## src/rtl/bist_pkg.sv

```systemverilog
// Shared types and helpers for the parametrised scan BIST engine.
//   state_e      : sequencer states
//   DEFAULT_TAPS : default feedback mask for 8-bit generator/SISR
//   feedback()   : XOR reduction of a register masked by its taps
package bist_pkg;

  typedef enum logic [2:0] {
    IDLE    = 3'd0,
    SHIFT   = 3'd1,
    CAPTURE = 3'd2,
    UNLOAD  = 3'd3,
    DONE    = 3'd4
  } state_e;

  localparam logic [7:0] DEFAULT_TAPS = 8'hB8;

  // Widest register the reduction helper supports; callers zero-extend.
  localparam int unsigned FB_MAX_W = 64;

  function automatic logic feedback(input logic [FB_MAX_W-1:0] vec,
                                    input logic [FB_MAX_W-1:0] taps);
    return ^(vec & taps);
  endfunction

endpackage

```

## src/rtl/bist_lfsr.sv

```systemverilog
// Shift register with masked XOR feedback and an optional serial input.
// With sin tied low it is a pattern generator; with sin driven it is a SISR.
//   clk, rst : clock, async active-high reset (loads LOAD_VAL)
//   load     : synchronous reload of LOAD_VAL (wins over en)
//   en       : advance one step
//   sin      : serial input XORed into the feedback bit
//   q        : current register contents
//   q_nxt_c  : combinational next-state value
module bist_lfsr
  import bist_pkg::*;
#(
  parameter int unsigned  N        = 8,
  parameter logic [N-1:0] TAPS     = N'(DEFAULT_TAPS),
  parameter logic [N-1:0] LOAD_VAL = '0
) (
  input  logic         clk,
  input  logic         rst,
  input  logic         load,
  input  logic         en,
  input  logic         sin,
  output logic [N-1:0] q,
  output logic [N-1:0] q_nxt_c
);

  logic [N-1:0] q_q;
  logic [N-1:0] q_d;

  // Next state: reload, shift-left with feedback, or hold.
  always_comb begin
    q_d = q_q;
    if (load) begin
      q_d = LOAD_VAL;
    end else if (en) begin
      q_d = {q_q[N-2:0], feedback(FB_MAX_W'(q_q), FB_MAX_W'(TAPS)) ^ sin};
    end
  end

  always_ff @(posedge clk or posedge rst) begin
    if (rst) begin
      q_q <= LOAD_VAL;
    end else begin
      q_q <= q_d;
    end
  end

  assign q       = q_q;
  assign q_nxt_c = q_d;

endmodule

```

## src/rtl/param_bist_controller.sv

```systemverilog
// Autonomous BIST for a HALF_W x HALF_W unsigned multiplier behind a
// 2*HALF_W-bit scan chain: LFSR patterns are shifted in, the product is
// captured, and the scan-out stream is compressed in a SISR.
//   clk, rst  : clock, async active-high reset
//   start     : begin a run (honoured only in IDLE and DONE)
//   abort     : synchronous return to IDLE from any state
//   busy      : high in SHIFT, CAPTURE, UNLOAD
//   done      : high in DONE
//   pass      : in DONE, signature matches GOLDEN
//   signature : current SISR contents
//   scan_out  : chain MSB
module param_bist_controller
  import bist_pkg::*;
#(
  parameter int unsigned           HALF_W       = 4,
  parameter int unsigned           NUM_PATTERNS = 16,
  parameter logic [2*HALF_W-1:0]   SEED         = (2*HALF_W)'(8'h5A),
  parameter logic [2*HALF_W-1:0]   LFSR_TAPS    = (2*HALF_W)'(DEFAULT_TAPS),
  parameter logic [2*HALF_W-1:0]   SISR_TAPS    = (2*HALF_W)'(DEFAULT_TAPS),
  parameter logic [2*HALF_W-1:0]   GOLDEN       = '0
) (
  input  logic                  clk,
  input  logic                  rst,
  input  logic                  start,
  input  logic                  abort,
  output logic                  busy,
  output logic                  done,
  output logic                  pass,
  output logic [2*HALF_W-1:0]   signature,
  output logic                  scan_out
);

  localparam int unsigned N     = 2 * HALF_W;
  localparam int unsigned BIT_W = (N > 1) ? $clog2(N) : 1;
  localparam int unsigned PAT_W = (NUM_PATTERNS > 1) ? $clog2(NUM_PATTERNS) : 1;

  // An all-zero seed would lock the generator at zero.
  localparam logic [N-1:0]     SEED_EFF = (SEED == '0) ? N'(1) : SEED;
  localparam logic [BIT_W-1:0] BIT_LAST = BIT_W'(N - 1);
  localparam logic [PAT_W-1:0] PAT_LAST = PAT_W'(NUM_PATTERNS - 1);

  state_e             state_q,   state_d;
  logic [BIT_W-1:0]   bit_cnt_q, bit_cnt_d;
  logic [PAT_W-1:0]   pat_cnt_q, pat_cnt_d;
  logic [N-1:0]       chain_q,   chain_d;
  logic               busy_q,    busy_d;
  logic               done_q,    done_d;
  logic               pass_q,    pass_d;

  logic               restart_c;
  logic               gen_adv_c;
  logic               sig_adv_c;
  logic               scan_in_c;
  logic [HALF_W-1:0]  op_a_c;
  logic [HALF_W-1:0]  op_b_c;
  logic [N-1:0]       prod_c;
  logic [N-1:0]       gen_q;
  logic [N-1:0]       gen_nxt_c;
  logic [N-1:0]       sig_q;
  logic [N-1:0]       sig_nxt_c;
  logic               unused_gen;

  // Pattern generator: serial input unused.
  bist_lfsr #(
    .N        (N),
    .TAPS     (LFSR_TAPS),
    .LOAD_VAL (SEED_EFF)
  ) u_gen (
    .clk     (clk),
    .rst     (rst),
    .load    (restart_c),
    .en      (gen_adv_c),
    .sin     (1'b0),
    .q       (gen_q),
    .q_nxt_c (gen_nxt_c)
  );

  // Signature register absorbing the pre-shift chain MSB.
  bist_lfsr #(
    .N        (N),
    .TAPS     (SISR_TAPS),
    .LOAD_VAL ('0)
  ) u_sisr (
    .clk     (clk),
    .rst     (rst),
    .load    (restart_c),
    .en      (sig_adv_c),
    .sin     (chain_q[N-1]),
    .q       (sig_q),
    .q_nxt_c (sig_nxt_c)
  );

  assign unused_gen = ^{gen_q[N-2:0], gen_nxt_c};

  assign scan_in_c = gen_q[N-1];
  assign op_a_c    = chain_q[N-1:HALF_W];
  assign op_b_c    = chain_q[HALF_W-1:0];
  assign prod_c    = N'(op_a_c) * N'(op_b_c);

  // Sequencer: next state, counters, chain and engine enables.
  always_comb begin
    state_d   = state_q;
    bit_cnt_d = bit_cnt_q;
    pat_cnt_d = pat_cnt_q;
    chain_d   = chain_q;
    restart_c = 1'b0;
    gen_adv_c = 1'b0;
    sig_adv_c = 1'b0;

    if (abort) begin
      state_d   = IDLE;
      restart_c = 1'b1;
    end else begin
      unique case (state_q)
        IDLE, DONE: begin
          if (start) begin
            state_d   = SHIFT;
            restart_c = 1'b1;
          end
        end
        SHIFT: begin
          chain_d   = {chain_q[N-2:0], scan_in_c};
          gen_adv_c = 1'b1;
          sig_adv_c = 1'b1;
          if (bit_cnt_q == BIT_LAST) begin
            state_d   = CAPTURE;
            bit_cnt_d = '0;
          end else begin
            bit_cnt_d = bit_cnt_q + BIT_W'(1);
          end
        end
        CAPTURE: begin
          chain_d = prod_c;
          if (pat_cnt_q == PAT_LAST) begin
            state_d = UNLOAD;
          end else begin
            pat_cnt_d = pat_cnt_q + PAT_W'(1);
            state_d   = SHIFT;
          end
        end
        UNLOAD: begin
          chain_d   = {chain_q[N-2:0], 1'b0};
          sig_adv_c = 1'b1;
          if (bit_cnt_q == BIT_LAST) begin
            state_d   = DONE;
            bit_cnt_d = '0;
          end else begin
            bit_cnt_d = bit_cnt_q + BIT_W'(1);
          end
        end
        default: state_d = IDLE;
      endcase
    end

    if (restart_c) begin
      chain_d   = '0;
      bit_cnt_d = '0;
      pat_cnt_d = '0;
    end

    // Status flags follow the state being entered so they line up with it.
    busy_d = (state_d == SHIFT) || (state_d == CAPTURE) || (state_d == UNLOAD);
    done_d = (state_d == DONE);
    pass_d = done_d && (sig_nxt_c == GOLDEN);
  end

  always_ff @(posedge clk or posedge rst) begin
    if (rst) begin
      state_q   <= IDLE;
      bit_cnt_q <= '0;
      pat_cnt_q <= '0;
      chain_q   <= '0;
      busy_q    <= 1'b0;
      done_q    <= 1'b0;
      pass_q    <= 1'b0;
    end else begin
      state_q   <= state_d;
      bit_cnt_q <= bit_cnt_d;
      pat_cnt_q <= pat_cnt_d;
      chain_q   <= chain_d;
      busy_q    <= busy_d;
      done_q    <= done_d;
      pass_q    <= pass_d;
    end
  end

  assign busy      = busy_q;
  assign done      = done_q;
  assign pass      = pass_q;
  assign signature = sig_q;
  assign scan_out  = chain_q[N-1];

endmodule

```

## config.mk

```make
export PLATFORM = sky130hd
export DESIGN_NAME = param_bist_controller
export DESIGN_NICKNAME = d
export VERILOG_FILES = /design/src/rtl/bist_pkg.sv /design/src/rtl/bist_lfsr.sv /design/src/rtl/param_bist_controller.sv
export SDC_FILE = /design/constraint.sdc
export NUM_CORES = 1
export LEC_CHECK = 0
export CORE_MARGIN = 4
export CORE_UTILIZATION = 53
export DETAILED_ROUTE_END_ITERATION = 7
export GPL_TIMING_DRIVEN = 1
export PLACE_DENSITY = 0.76
export SYNTH_ARGS = -nofsm -noshare
export SYNTH_HDL_FRONTEND = slang
export SYNTH_HIERARCHICAL = 1
export SYNTH_SLANG_ARGS = --single-unit
```

## constraint.sdc

```tcl
create_clock -name clk -period 2.56 [get_ports clk]
set_input_delay 0.256 -clock clk [delete_from_list [all_inputs] [get_ports clk]]
set_output_delay 0.256 -clock clk [all_outputs]
set_load 0.05 [all_outputs]
```

==> flow_metrics.py <==
metrics = {
    "setup_path": {
        "worstPathArrival_ns": 2.75,
        "slowest_delay_ns": 0.54,
        "critPathRequiredTime_ns": 2.73,
        "end_kind": "flop",
        "path_class": "flop to flop",
        "crit_path_cell_trace": "nand2_1, fa_1, inv_1, fa_1, inv_1, fa_2, buf_4, xnor2_2, mux2i_1, o21ai_1",
        "crit_fanout": 3,
        "startpoint_type": "flop",
        "cp_slowest_cell": "fa_1",
    },
    "detailed_routing": {
        "drt-wirelength-per-cell_um": 15.1,
        "detail_route.iter0.violations": 100,
        "drt_first_pass_iters": 4,
        "drtAntennaViolNets": 0,
        "vias": 1663,
        "vias_per_cell": 5.51,
        "finalWirelength_um": 4560,
        "drc": 0,
    },
    "sta": {
        "layout_setup_ws_ns": -0.0278,
        "fin_crit_ns": 2.59,
        "drv_slew": 0,
        "max_freq_mhz": 386,
        "post-route-period-util": 1.01,
        "worst_slew_pin_slew_ns": 0.513,
        "hold_viol_final": 0,
        "slew_headroom": 0.657,
        "rsz0062_at_grt": "yes",
        "setup_viol": 3,
        "clock_skew_ns": 0.0124,
    },
    "cts": {
        "cts_hold_buf": 0,
        "cts_buffers": 5,
        "clkSlewWorstSetupHoldPaths_ns": 0.08,
        "cts_tree": "yes",
        "clkLatencyLatePin_ns": 0.29,
        "cts_root_buffer": "clkbuf_8",
        "clock_sinks": 37,
        "cts_max_level": 2,
        "clockBufferDepth": 2,
    },
    "grt": {
        "grt_pass1_wl_um": 7650,
        "grt_pass1_vias": 1644,
        "track_usage": 0.184,
        "grt_overflow_total": 0,
        "antenna_found_initial": 0,
        "grt_max_degree": 16,
    },
    "place": {
        "io_buffers": 15,
        "gp_congestion": 0.808,
        "place_worst_setup_slack_ns": -0.0851,
        "place_inst": 293,
        "hpwlAfterDp_um": 3390,
    },
    "finish": {
        "layout_common_cells": "dfrtp_1, nor2_1, buf_4",
        "n_antenna_cell": 0,
        "stdcell_count": 302,
        "final_common_cell": "dfrtp_1",
        "utilization": 0.677,
        "nets": 274,
        "layout-drive-gt1-share": 0.190,
        "nFillCells": 327,
        "syn2layout_area_growth_pct": 21.3,
    },
    "die": {
        "num_io_pins": 16,
        "chipHeight_um": 73.4,
        "start_util": 0.558,
        "rows": 23,
        "core_area_mm2": 0.00406,
        "die_x_um": 73.4,
        "die-area_mm2": 0.00539,
    },
    "pwr": {
        "power_mw": 1.12,
        "ir_worst_vdd_v": 0.000337,
        "power_density_mw_per_mm2": 406,
        "power_leakage_nw": 1.22,
    },
    "synth": {
        "synth_nets": 245,
        "synth_area_per_cell_um2": 10.2,
        "synth_cells": 222,
        "ys_seq_elements": 37,
        "yosys_warnings": 6,
        "ys_seq_area_frac": 0.411,
        "synth_cell_types": 46,
        "syn_area_mm2": 0.00227,
    },
    "run_status": {
        "status": "finished with violations",
        "failed_checks": "setup timing",
    },
    "hold_path": {
        "hold_path.class": "input pin to asynchronous set/reset pin",
    },
    "job": {
        "max_cap_viol_count": 0,
    },
}
[Yosys cell counts (all sizes together)]
cell | n | area share
a211o | 4 | 0.016
a211oi | 2 | 0.0066
a21o | 3 | 0.0099
a21oi | 8 | 0.019
a221o | 2 | 0.0088
a22oi | 2 | 0.0066
a2bb2oi | 1 | 0.0039
a311oi | 1 | 0.0066
and2 | 12 | 0.033
and3 | 2 | 0.0055
and4b | 1 | 0.0044
buf | 8 | 0.018
clkbuf | 3 | 0.0055
conb | 1 | 0.0017
dfrtp | 33 | 0.36
dfstp | 4 | 0.046
fa | 4 | 0.035
ha | 15 | 0.083
inv | 9 | 0.015
mux2i | 16 | 0.071
nand2 | 12 | 0.020
nand2b | 3 | 0.0083
nand3 | 4 | 0.0088
nand3b | 3 | 0.0099
nand4b | 1 | 0.0039
nor2 | 25 | 0.041
nor2b | 5 | 0.014
nor3 | 4 | 0.0088
nor3b | 6 | 0.024
nor4 | 2 | 0.0055
o21a | 2 | 0.0066
o21ai | 8 | 0.018
o21bai | 2 | 0.0066
o22a | 1 | 0.0039
o31ai | 1 | 0.0033
or3 | 2 | 0.0055
or3b | 1 | 0.0039
or4b | 1 | 0.0044
xnor2 | 3 | 0.012
xnor3 | 2 | 0.020
xor2 | 3 | 0.012
[area by class of cell]
cell class	count	area, um^2	area share
clock buffer	7	86.3	0.0314
clock inverter	1	7.51	0.00273
inverter	9	33.8	0.0123
multi-input combinational	165	1340	0.488
sequential	37	932	0.339
tap	50	62.6	0.0228
timing repair buffer	33	285	0.104
[registers in the layout, indices dropped and copies added (netlist names)]
name	cells
state_q	3
done	1
pat_cnt_q	4
pass	1
u_gen/q	8
bit_cnt_q	3
busy	1
u_sisr/q	8
chain_q	8
[cells by family (layout without fill, tap and decap cells)]
group                      after synthesis  after routing  share of synthesized area
and+or+nand+nor                         84             84                      0.202
AOI/OAI and AO/OA                       37             37                      0.116
DFF                                     37             37                      0.411
buffers and inverters                   20             50                     0.0381
adders and majority gates               19             19                      0.118
muxes                                   16             16                     0.0707
xor gates and xnor gates                 8              8                     0.0431
other                                    1              1                    0.00165
[per-layer routing]
layer / GRT usage / part of all wire / vias to the layer above
met2: 0.314 / 0.51 / 10
met3: 0.0287 / 0.014 / 6
met4: 0.0483 / 0.0075 / 0
li1: - / - / 836
met1: 0.245 / 0.47 / 811
met5: 0 / 0 / -
[report_power, final]
group          internal, mW  switching [mW]
Combinational        0.0381          0.0575
Sequential            0.596         0.00855
Clock                 0.219           0.198
Total                 0.852           0.264
[worst max-delay path, delay by kind of cell (launching register included)]
| kind | cells | cell delay (ns) |
|---|---|---|
| adders and majority gates | 3 | 1.39 |
| DFF | 1 | 0.38 |
| buffers and inverters | 3 | 0.27 |
| muxes | 1 | 0.15 |
| xor gates and xnor gates | 1 | 0.13 |
| and+or+nand+nor | 1 | 0.09 |
| AOI/OAI and AO/OA | 1 | 0.07 |
[stage by stage]
step / area, um^2 / hold slack, ns / TNS [ns]
after detailed placement: 2560 / 0.484 / -0.150
after CTS: 2710 / 0.276 / -0.0218
after global placement: 2560 / 0.482 / 0
after global routing: 2750 / 0.302 / -0.487
after floorplan: 2270 / 0.0688 / 0
final: 2750 / 0.272 / -0.0676
[what timing repair did]
action,4_1_cts,5_1_grt
pin swaps,7,1
setup endpoints to repair,3,5
gates resized for setup,7,6
setup buffers,0,1
[final timing paths]
| check | cells after the start | slack, ns | endpoint | from |
|---|---|---|---|---|
| max | 10 | -0.03 | chain_q[4] | chain_q[2] |
| min in group clk | 1 | 0.50 | u_gen/q[3] | u_gen/q[2] |
| max in group asynchronous | 3 | 1.71 | chain_q[7] | rst |
| max reg2reg | 10 | -0.03 | chain_q[4] | chain_q[2] |
| min reg2reg | 1 | 0.50 | u_gen/q[3] | u_gen/q[2] |
| min | 2 | 0.27 | u_sisr/q[3] | rst |
No activity file was read; power rests on OpenSTA's default activity.
